==> src/rtl/inst_trace_buffer.sv <==
// Retired-instruction trace buffer: circular capture of (pc, inst) that freezes POST_TRIG beats after a trigger.
// Optional per-class instruction counters are built when TRACE_CLASS_CNT_EN is defined.
module inst_trace_buffer #(
  parameter int DEPTH     = 16,
  parameter int POST_TRIG = 8,
  parameter int CNT_W     = 32,
  localparam int AW       = $clog2(DEPTH)
) (
  input  logic             SI_ClkIn,
  input  logic             SI_Reset_N,
  input  logic             valid,
  input  logic [31:0]      pc,
  input  logic [31:0]      inst,
  input  logic             inta,
  input  logic             arm,
  input  logic [2:0]       trig_en,
  input  logic [31:0]      trig_pc,
  input  logic [AW-1:0]    rd_idx,
  output logic [31:0]      rd_pc,
  output logic [31:0]      rd_inst,
  output logic [1:0]       state,
  output logic [AW:0]      fill,
  output logic [AW-1:0]    trig_pos,
  input  logic [2:0]       cnt_sel,
  output logic [CNT_W-1:0] cnt_out
);

  typedef enum logic [1:0] {
    IDLE = 2'b00,
    PRE  = 2'b01,
    POST = 2'b10,
    DONE = 2'b11
  } state_t;

  localparam logic [6:0] OP_SYSTEM = 7'b1110011;

  state_t         r_state;
  logic [AW-1:0]  r_wrPtr;
  logic [AW:0]    r_fill;
  logic [AW-1:0]  r_postCnt;
  logic [31:0]    r_rdPc;
  logic [31:0]    r_rdInst;
  logic [63:0]    r_mem [DEPTH];

  logic           w_capturing;
  logic           w_write;
  logic           w_trigger;
  logic [AW-1:0]  w_rdAddr;
  logic           w_rdInRange;

  assign w_capturing = (r_state == PRE) || (r_state == POST);
  // arm has priority over a coincident beat, so that beat never reaches the buffer
  assign w_write     = valid && !arm && w_capturing;
  assign w_trigger   = (r_state == PRE) && w_write &&
                       ((trig_en[0] && (inst[6:0] == OP_SYSTEM)) ||
                        (trig_en[1] && inta) ||
                        (trig_en[2] && (pc == trig_pc)));

  assign w_rdAddr    = r_wrPtr - r_fill[AW-1:0] + rd_idx;
  assign w_rdInRange = {1'b0, rd_idx} < r_fill;

  always_ff @(posedge SI_ClkIn) begin
    if (w_write) begin
      r_mem[r_wrPtr] <= {pc, inst};
    end
  end

  always_ff @(posedge SI_ClkIn or negedge SI_Reset_N) begin
    if (!SI_Reset_N) begin
      r_state   <= IDLE;
      r_wrPtr   <= '0;
      r_fill    <= '0;
      r_postCnt <= '0;
    end else if (arm) begin
      r_state   <= PRE;
      r_wrPtr   <= '0;
      r_fill    <= '0;
      r_postCnt <= '0;
    end else if (w_write) begin
      r_wrPtr <= r_wrPtr + 1'b1;
      if (r_fill != (AW+1)'(DEPTH)) begin
        r_fill <= r_fill + 1'b1;
      end
      if (w_trigger) begin
        if (POST_TRIG == 0) begin
          r_state <= DONE;
        end else begin
          r_state   <= POST;
          r_postCnt <= AW'(POST_TRIG);
        end
      end else if (r_state == POST) begin
        r_postCnt <= r_postCnt - 1'b1;
        if (r_postCnt == AW'(1)) begin
          r_state <= DONE;
        end
      end
    end
  end

  always_ff @(posedge SI_ClkIn or negedge SI_Reset_N) begin
    if (!SI_Reset_N) begin
      r_rdPc   <= '0;
      r_rdInst <= '0;
    end else if (w_rdInRange) begin
      r_rdPc   <= r_mem[w_rdAddr][63:32];
      r_rdInst <= r_mem[w_rdAddr][31:0];
    end else begin
      r_rdPc   <= '0;
      r_rdInst <= '0;
    end
  end

  assign rd_pc    = r_rdPc;
  assign rd_inst  = r_rdInst;
  assign state    = r_state;
  assign fill     = r_fill;
  // Trigger sits POST_TRIG entries before the newest one; clamps at 0 if the window is short
  assign trig_pos = (r_fill > (AW+1)'(POST_TRIG)) ?
                    AW'(r_fill - (AW+1)'(POST_TRIG) - 1'b1) : '0;

`ifdef TRACE_CLASS_CNT_EN
  logic [CNT_W-1:0] r_cnt [6];
  logic [5:0]       w_hit;

  always_comb begin
    w_hit = '0;
    case (inst[6:0])
      7'b0110011, 7'b0010011, 7'b0110111: w_hit[0] = 1'b1;
      7'b0000011:                         w_hit[1] = 1'b1;
      7'b0100011:                         w_hit[2] = 1'b1;
      7'b1100011:                         w_hit[3] = 1'b1;
      7'b1101111, 7'b1100111:             w_hit[4] = 1'b1;
      7'b1110011:                         w_hit[5] = 1'b1;
      default:                            w_hit    = '0;
    endcase
  end

  // Counters keep running through DONE; only IDLE and arm stop or clear them
  always_ff @(posedge SI_ClkIn or negedge SI_Reset_N) begin
    if (!SI_Reset_N) begin
      for (int k = 0; k < 6; k++) r_cnt[k] <= '0;
    end else if (arm) begin
      for (int k = 0; k < 6; k++) r_cnt[k] <= '0;
    end else if (valid && (r_state != IDLE)) begin
      for (int k = 0; k < 6; k++) begin
        if (w_hit[k] && (r_cnt[k] != {CNT_W{1'b1}})) begin
          r_cnt[k] <= r_cnt[k] + 1'b1;
        end
      end
    end
  end

  always_comb begin
    cnt_out = '0;
    case (cnt_sel)
      3'd0:    cnt_out = r_cnt[0];
      3'd1:    cnt_out = r_cnt[1];
      3'd2:    cnt_out = r_cnt[2];
      3'd3:    cnt_out = r_cnt[3];
      3'd4:    cnt_out = r_cnt[4];
      3'd5:    cnt_out = r_cnt[5];
      default: cnt_out = '0;
    endcase
  end
`else
  logic w_unused_cntSel;
  assign w_unused_cntSel = ^cnt_sel;
  assign cnt_out         = '0;
`endif

endmodule
==> config.mk <==
export PLATFORM = sky130hd
export DESIGN_NAME = inst_trace_buffer
export DESIGN_NICKNAME = d
export VERILOG_FILES = /design/src/rtl/inst_trace_buffer.sv
export SDC_FILE = /design/constraint.sdc
export NUM_CORES = 1
export LEC_CHECK = 0
export CAP_MARGIN = 20
export CORE_MARGIN = 8
export CORE_UTILIZATION = 56
export CTS_BUF_LIST = sky130_fd_sc_hd__clkbuf_2 sky130_fd_sc_hd__clkbuf_4 sky130_fd_sc_hd__clkbuf_8
export DETAILED_ROUTE_END_ITERATION = 7
export PLACE_DENSITY = 0.88
export SLEW_MARGIN = 20
export SYNTH_ARGS = -nofsm -noshare
export SYNTH_HDL_FRONTEND = slang
export SYNTH_SLANG_ARGS = --single-unit
==> constraint.sdc <==
create_clock -name SI_ClkIn -period 3.65 [get_ports SI_ClkIn]
set_input_delay 0.365 -clock SI_ClkIn [delete_from_list [all_inputs] [get_ports SI_ClkIn]]
set_output_delay 0.365 -clock SI_ClkIn [all_outputs]
set_load 0.03 [all_outputs]
### Yosys cells after proc, flatten, opt, wreduce, memory -nomap -nowiden

Memory sizes are Yosys's and may differ from the RTL's.
Index checks and enable logic that the tools add are counted.
W data, S select, Z words.

* register bits after elaboration: 79
* memory bits (writable): 1024
* bits of input ports: 111
* word-level logic and storage cells: 59
* memories: 1

* $add $sub $neg: 7
* magnitude comparators: 2
* eq/ne operators: 6
* multiplexer cells: 19
* reduce and logical (&&, ||, !) cells: 18

Memory list
* r_mem: words 16, width 64, rd ports 1, clocked after Yosys merged registers in 0, write ports 1, RTL line 43 `logic [63:0] r_mem [DEPTH];`

Operators with widths (number)
* $mux W32: 2
* $eq A32 B32 Y1: 1
* $mux W4: 7
* $mux W5: 3
* $mux W2: 5
* $sub A4 B1 Y4 const B: 2
* $eq A7 B7 Y1 const B: 1
* $logic_and A1 B1 Y1: 7
* $reduce_bool A3 Y1: 2
* $add A5 B1 Y5 const B: 1
* $gt A5 B4 Y1 const B: 1
* $lt A4 B5 Y1: 1
* $ne A5 B5 Y1 const B: 1
* $add A4 B1 Y4 const B: 1
* $add A4 B4 Y4: 1
* $eq A4 B1 Y1 const B: 1
* $reduce_and A2 Y1: 2
* $reduce_bool A2 Y1: 2
* $sub A4 B4 Y4: 1
* $sub A4 B4 Y4 const B: 1
* $logic_or A1 B1 Y1: 3
* $reduce_and A3 Y1: 1
* $eq A2 B1 Y1 const B: 1
* $eq A2 B2 Y1 const B: 1
* 2 further kinds: 3

### Logic depth before layout (Yosys ltp)

Gate-level depths: netlist of the first run.

* depth after elaboration: 8
* gate-level depth with buffers: 11
* gate-level depth less buffers: 9

### Worst setup path after synthesis of the first run

No wires, ideal clock.

* kind: reg2reg
* start point: register r_state[0] (netlist: state[0])
* end point: memory r_mem[10][0] (enable)
* setup time: 0.429 ns
* data arrival time: 3.183 ns
* required time: 3.221 ns
* slack: 0.038 ns
* stages on the path, launching flop included: 8
* path buffers: 1
* clock period less this slack: 3.612 ns
* path through: dfrtp_1 -> inv_1 -> ha_1 -> nor2b_1 -> clkbuf_1 -> nand3_1 -> nor2_1 -> and2_1

* cells in the longest elaborated chain, start to end: 5

Ends and longest elaborated chain
* start, declared: RTL line 37 `state_t r_state;`
* start signal, assigned: RTL line 70 `r_state <= IDLE;`
* start signal, assigned: RTL line 75 `r_state <= PRE;`
* start signal, assigned: RTL line 86 `r_state <= DONE;`
* $eq A2 B1 Y1 or $eq A2 B2 Y1 (tied branches): RTL line 51 `assign w_capturing = (r_state == PRE) || (r_state == POST);`
* $logic_or A1 B1 Y1 (*): RTL line 51
* $logic_and A1 B1 Y1 (*): RTL line 53 `assign w_write = valid && !arm && w_capturing;`
* $mux W1 (*): RTL line 63 `if (w_write) begin`
* $mux W1 (implied by the code) (*): RTL line 64 `r_mem[r_wrPtr] <= {pc, inst};`
* end, declared: RTL line 43

Mark *: on every way between the ends. The rest lies on a longest branch, timed or not.

### Worst setup path after layout of the first run

* start point: register r_wrPtr[0]
* end point: register r_rdPc[1] (netlist: rd_pc[1])

* cells in the longest elaborated chain, start to end: 4

Ends and longest elaborated chain
* start, declared: RTL line 38 `logic [AW-1:0] r_wrPtr;`
* start signal, assigned: RTL line 80 `r_wrPtr <= r_wrPtr + 1'b1;`
* $sub A4 B4 Y4: RTL line 59 `assign w_rdAddr = r_wrPtr - r_fill[AW-1:0] + rd_idx;`
* $add A4 B4 Y4: RTL line 59
* $mem_v2 Z16 W64
* $mux W32: RTL line 104 `end else if (w_rdInRange) begin`
* end signal, assigned: RTL line 105 `r_rdPc <= r_mem[w_rdAddr][63:32];`
* end, declared: RTL line 41 `logic [31:0] r_rdPc;`

No other way between the ends.
A chain may end at the register's enable or synchronous reset.

==> results_dict.tcl, run 1 <==
set metrics [dict create \
    drt-total-wl_um 105000 \
    worst_ir_drop_vdd_uv 335 \
    share_of_synthesized_cell_area_in_full_adder_half_adder_and_majority_cells_pct 0.673 \
    grt_pass1_vias 22900 \
    setup_violations 0 \
    clock_skew_ns 0.0330 \
    netlist_area_mm2 0.0424 \
    synth_mux_area_share_pct 16.7 \
    antenna_violations_before_repair 11 \
    final_util_pct 65.6 \
    drive_above_1_share_pct 27.2 \
    floorplan.core_area_mm2 0.0754 \
    die_x_um 291 \
    grt_pass1_wl_um 151000 \
    cts.htree.levels 4 \
    synth_seq_cells 1103 \
    gpl.final_weighted_congestion 0.783 \
    regArea_mm2 0.0327 \
    most_frequently_used_flop_master_after_synthesis "edfxtp_1" \
    cap_violations 0 \
    timing.hold.worst.class "input port to async pin" \
    power.density_mw_per_mm2 638 \
    clock_transition_at_path_regs_ns 0.07 \
    synthesis.yosys.warnings 0 \
    timing.critical_path.cells "inv_1 > ha_1 > inv_1 > ha_4 > fa_4 > buf_12 > buf_12 > mux4_2 > mux2i_1 > o22ai_1" \
    die_span_y_um 291 \
    clk_path_buf_depth 3 \
    avgViaCountPerCell 6.51 \
    crit_fanout 33 \
    ctsRootBufferMaster "clkbuf_8" \
    cellInternalPower_uw 22900 \
    setup_total_negative_slack_ns 0 \
    power_leakage_uw 0.0165 \
    most_numerous_cell_in_the_yosys_netlist "edfxtp_1" \
    post-cts-setup-buffers 0 \
    timing.final.hold_violations 0 \
    holdBufCountCts 1 \
    place_hpwl_um 58800 \
    comb_power_share_pct 22.8 \
    area_grow_syn2layout_pct 16.8 \
    synthXorXnorAreaFrac_pct 0.864 \
    grt_max_degree 53 \
    initial_utilization_pct 56.2 \
    cts_repair_resize_count 0 \
    route.detailed.wl_per_inst_um 31.5 \
    first_drt_pass_iteration_count 6 \
    detail_route.iter0.violations 2930 \
    final_cycle_utilization_of_the_critical_path_pct 96.6 \
    port_buffer_count 182 \
    worstSetupPathType "flop to flop" \
    nets 2344 \
    synth_simple_gate_area_share_pct 1.07 \
    drt_drc_violations_left 0 \
    yosys.area.top_type "edfxtp_1" \
    ys_top_cells_by_area "edfxtp_1 73%, mux4_2 14%, dfrtp_1 4.7%" \
    max_freq_mhz 284 \
    clk-insertion-delay-late_ns 0.81 \
    end_kind "flop" \
    n_fill_cell 4357 \
    crit_path_start "r_wrPtr[0]" \
    worstPathRequired_ns 4.32 \
    synth_top_family_by_area "multiplexers" \
    cts_num_sinks 1103 \
    crit_end "rd_pc[1]" \
    worstSetupStartpointType "flop" \
    timing.final.crit_period_ns 3.53 \
    crit_path_max_incr_delay_ns 0.87 \
    placement_rows 101 \
    area_fraction_in_compound_gates_after_synthesis_pct 1.46 \
    reg2reg_depth 10 \
    synthCells 1871 \
    synth.lib_cells_used.distinct 46 \
    path_delay_family "adder cells" \
    synthesis.area_per_instance_um2 22.7 \
    power_switching_share_pct 27.5 \
    rr_endpoint "rd_pc[1]" \
    timing.critical_path.depth 10 \
    cp.buffers_inverters 4 \
    slew_violations 0 \
    grt_setup_unrepaired "no" \
    multi_input_comb_area_mm2 0.00901 \
    sequentialPowerShare_pct 45.5 \
    global_route_overflow 0 \
    num_vias 21700 \
    clkPwrFrac_pct 31.7 \
    synthArstFlopShare_pct 7.16 \
    cts_buffers 159 \
    die-area_mm2 0.0848 \
    synthDominantCellAreaShare_pct 72.5 \
    io-pin-count 218 \
    ff2ff_setup_slack_ns 0.12 \
    switchingPower_uw 8670 \
    seq_area_frac_synth_pct 77.2 \
    synth_common_cells "1024 x edfxtp_1, 256 x mux4_2, 129 x mux2i_1" \
    critPathArrivalTime_ns 4.20 \
    critPathSlowestCell "fa_4" \
    max-slew-margin-rel_pct 44.3 \
    worst_slew_pin_slew_ns 0.832 \
    outcome "finished, final reports clean" \
    synth_edf_count 1024 \
    rr_startpoint "r_wrPtr[0]" \
    antenna_violation_net_count_after_detailed_routing 0 \
    global_route.usage.total_pct 24.4 \
    clock_tree_from_tritoncts "done" \
]
==> power groups by stage <==
stage,sequential (uW),clock [uW],combinational [uW]
global route,14400,10600,7560
detailed placement,14600,0,7150
finish,14400,10000,7200
CTS,14400,10100,7240
floorplan,15100,0,4290
global placement,14600,0,6880
==> worst min path at each step <==
stage | startpoint | to | slack, ns | depth (start not counted)
finish | SI_Reset_N | rd_inst[8] | 0.20 | 2
global route | SI_Reset_N | rd_inst[8] | 0.24 | 2
CTS | SI_Reset_N | rd_inst[8] | 0.17 | 2
detailed placement | SI_Reset_N | rd_inst[8] | 0.48 | 1
global placement | SI_Reset_N | rd_inst[8] | 0.47 | 1
floorplan | SI_Reset_N | fill[0] | 0.07 | 0
==> placed cells by master (no fill, tap or decap), drive strengths merged, types with 3 or more instances in the layout <==
| cell type | n |
|---|---|
| a21oi | 11 |
| o22ai | 64 |
| mux4 | 256 |
| o41ai | 4 |
| mux2i | 129 |
| clkinv | 45 |
| nand2b | 6 |
| nand2 | 13 |
| nor2 | 12 |
| clkinvlp | 6 |
| dfrtp | 79 |
| buf | 87 |
| fa | 3 |
| bufinv | 4 |
| diode | 10 |
| nor4 | 4 |
| and2 | 17 |
| o21ai | 3 |
| edfxtp | 1024 |
| a21o | 3 |
| nand3 | 7 |
| nand4 | 16 |
| clkdlybuf4s50 | 181 |
| ha | 18 |
| conb | 32 |
| inv | 29 |
| xnor2 | 39 |
| clkbuf | 232 |
| nor3 | 3 |
==> routing by layer <==
metal | vias up | routed length [um] | track usage (%)
li1 | 8486 | - | -
met1 | 11200 | 36500 | 30.4
met2 | 1711 | 51700 | 39.8
met3 | 317 | 12000 | 6.87
met4 | 2 | 4590 | 11.1
met5 | - | 13 | 0
==> final cells by class <==
| type | instances | area share, % |
|---|---|---|
| timing repair buffer | 269 | 6.39 |
| tap | 978 | 2.47 |
| clock buffer | 232 | 5.68 |
| sequential | 1103 | 66.1 |
| inverter | 22 | 0.167 |
| clock inverter | 62 | 0.953 |
| antenna | 10 | 0.0505 |
| multi-input combinational | 657 | 18.2 |
==> through the flow <==
step / instances / hold slack, ns / total power (uW) / cell area (um2) / setup slack (ns)
6_report: 3333 / 0.198 / 31600 / 49500 / 0.125
5_1_grt: 3327 / 0.242 / 32500 / 49500 / 0.0758
4_1_cts: 3323 / 0.172 / 31700 / 49500 / 0.237
3_5_place_dp: 3028 / 0.482 / 21800 / 46200 / 0.00865
3_3_place_gp: 3028 / 0.472 / 21500 / 46200 / 0.0143
2_1_floorplan: 1902 / 0.0694 / 19400 / 42500 / 0.0383
==> flip-flops by register name, indices dropped and copies added (netlist names) <==
register   cells
r_mem       1024
state          2
r_wrPtr        4
rd_pc         32
r_postCnt      4
fill           5
rd_inst       32
==> kinds of logic (layout without fill, tap and decap cells) <==
group / count (synthesis) / in the layout
buffers and inverters: 142 / 585
xor gates and xnor gates: 41 / 41
DFF: 1103 / 1103
muxes: 386 / 386
and+or+nand+nor: 83 / 83
AOI/OAI and AO/OA: 94 / 94
other: 1 / 42
adders and majority gates: 21 / 21
No activity file was read; power rests on OpenSTA's default activity.
==> run 2, diff against run 1 <==
--- a/config.mk
+++ b/config.mk
@@ -5,12 +5,11 @@
 export SDC_FILE = /design/constraint.sdc
 export NUM_CORES = 1
 export LEC_CHECK = 0
-export CAP_MARGIN = 20
 export CORE_MARGIN = 8
-export CORE_UTILIZATION = 56
+export CORE_UTILIZATION = 55
 export CTS_BUF_LIST = sky130_fd_sc_hd__clkbuf_2 sky130_fd_sc_hd__clkbuf_4 sky130_fd_sc_hd__clkbuf_8
 export DETAILED_ROUTE_END_ITERATION = 7
-export PLACE_DENSITY = 0.88
+export PLACE_DENSITY = 0.87
 export SLEW_MARGIN = 20
 export SYNTH_ARGS = -nofsm -noshare
 export SYNTH_HDL_FRONTEND = slang
==> run 2 against run 1 <==
  * Cell count is 2.2% higher
  * Via count fell by 2.9%
  * Non-clock buffer count is 13 higher
  * Global-route usage shrank 1.6 points
  * Critical path depth decreased by 1
  * Sequential share of layout area is 0.38 points lower
  * Sequential power barely moved
  * Clock power barely moved
  * Final area rose by 0.58%
  * Clock-buffer cell count rose by 8
  * Register-to-register slack improved by 0.12 ns
  * Maximum frequency increased by 3.4%
  * Critical path type unchanged
  * Critical endpoint is now rd_pc[23]
==> results_dict.tcl, run 2 (synthesis gave the netlist of run 1 again) <==
set metrics [dict create \
    port_buffer_count 182 \
    worst_ir_drop_vdd_uv 357 \
    die_span_y_um 294 \
    clk_path_buf_depth 3 \
    worstSetupPathType "flop to flop" \
    global_route_overflow 0 \
    clock_tree_from_tritoncts "done" \
    worstPathRequired_ns 4.32 \
    layout_commonest_cell "edfxtp_1" \
    avgViaCountPerCell 6.18 \
    num_vias 21100 \
    worstSetupStartpointType "flop" \
    max_freq_mhz 293 \
    cts_num_sinks 1103 \
    power.density_mw_per_mm2 637 \
    cts.htree.levels 4 \
    final_hold_slack_ns 0.209 \
    timing.final.hold_violations 0 \
    first_drt_pass_iteration_count 5 \
    post-cts-setup-buffers 0 \
    io-pin-count 218 \
    floorplan.core_area_mm2 0.0770 \
    grt_pass1_vias 22100 \
    outcome "finished, final reports clean" \
    n_fill_cell 4583 \
    crit_fanout 36 \
    ctsRootBufferMaster "clkbuf_8" \
    grt_pass1_wl_um 143000 \
    clock_skew_ns 0.0404 \
    ff2ff_setup_slack_ns 0.24 \
    place_hpwl_um 56400 \
    gpl.final_weighted_congestion 0.783 \
    largest_register_ffs 1024 \
    max-slew-margin-rel_pct 41.9 \
    reg2reg_depth 9 \
    worst_slew_pin_slew_ns 0.863 \
    most-common-layout-cells "1024 x edfxtp_1, 256 x mux4_2, 183 x clkbuf_8, 181 x clkdlybuf4s50_1, 129 x mux2i_1" \
    rr_startpoint "r_wrPtr[1]" \
    drt_drc_violations_left 0 \
    critPathSlowestCell "fa_4" \
    power_leakage_uw 0.0166 \
    setup_violations 0 \
    post-place-ws_ns -0.0924 \
    grt_max_degree 52 \
    drive_above_1_share_pct 27.9 \
    critPathArrivalTime_ns 4.08 \
    antenna_violations_before_repair 7 \
    die-area_mm2 0.0862 \
    clk-insertion-delay-late_ns 0.83 \
    cts_buffers 164 \
    clock_transition_at_path_regs_ns 0.06 \
    cap_violations 0 \
    crit_path_max_incr_delay_ns 0.85 \
    report.power.total_uw 31700 \
    top_register "r_mem" \
    path_delay_family "adder cells" \
    end_kind "flop" \
    postLayoutSetupSlackWorst_ns 0.241 \
    die_x_um 294 \
    rr_endpoint "rd_pc[23]" \
    slew_violations 0 \
    initial_utilization_pct 55.1 \
    global_route.usage.total_pct 22.8 \
    area_grow_syn2layout_pct 17.4 \
    antenna_violation_net_count_after_detailed_routing 0 \
    timing.final.crit_period_ns 3.41 \
    drt-total-wl_um 98500 \
    grt_setup_unrepaired "no" \
    timing.critical_path.cells "inv_1 > fa_1 > inv_1 > fa_4 > buf_12 > buf_12 > mux4_2 > mux2i_1 > o22ai_1" \
    final_cycle_utilization_of_the_critical_path_pct 93.4 \
    nets 2362 \
    route.detailed.wl_per_inst_um 28.9 \
    cp.buffers_inverters 4 \
    placement_rows 102 \
    timing.hold.worst.class "input port to async pin" \
    detail_route.iter0.violations 2473 \
]
## run 2: what timing repair did
item / CTS / global route
hold buffers: 1 / 0
setup endpoints to repair: 0 / 0
resized for setup: 0 / 0
endpoints found under the hold margin: 41 / 0
## run 2: cell type report
| type | instances | area, um2 | area share (%) |
|---|---|---|---|
| Inverter | 22 | 82.6 | 0.166 |
| Tap cell | 1040 | 1300 | 2.61 |
| Multi-Input combinational cell | 657 | 9000 | 18.1 |
| Antenna cell | 3 | 7.51 | 0.0151 |
| Clock inverter | 60 | 449 | 0.902 |
| Sequential cell | 1103 | 32700 | 65.7 |
| Clock buffer | 240 | 2950 | 5.92 |
| Timing Repair Buffer | 282 | 3290 | 6.60 |
## run 2: metal layers
layer	vias to the layer above	global-route usage, %	routed length, um
met5	-	0	27
met4	4	7.64	2470
met3	182	6.12	9920
met2	1391	37.1	49000
met1	11000	30.0	37100
li1	8519	-	-
## run 2: through the flow
stage / area, um2 / TNS, ns / util, % / cells
floorplan: 42500 / 0 / - / 1902
global placement: 46400 / -0.234 / 60.3 / 3103
detailed placement: 46400 / -1.04 / 60.3 / 3103
CTS: 49800 / 0 / 64.7 / 3404
global route: 49800 / 0 / 64.7 / 3405
finish: 49800 / 0 / 64.7 / 3407
## run 2: power breakdown
group          switching [uW]  total (uW)  internal (uW)
Combinational            3690        7210           3520
Clock                    4650       10200           5510
Sequential                169       14300          14200
## run 2: how the worst max path moves through the flow
stage / startpoint / end / slack, ns / cells past startpoint
final: r_wrPtr[1] / rd_pc[23] / 0.24 / 9
after floorplan: state[0] / r_mem[10][0] / 0.04 / 7
after CTS: r_wrPtr[1] / rd_pc[26] / 0.32 / 9
after global routing: fill[0] / trig_pos[2] / 0.16 / 6
after detailed placement: rd_idx[1] / rd_pc[26] / -0.09 / 10
after global placement: rd_idx[1] / rd_pc[27] / -0.05 / 10
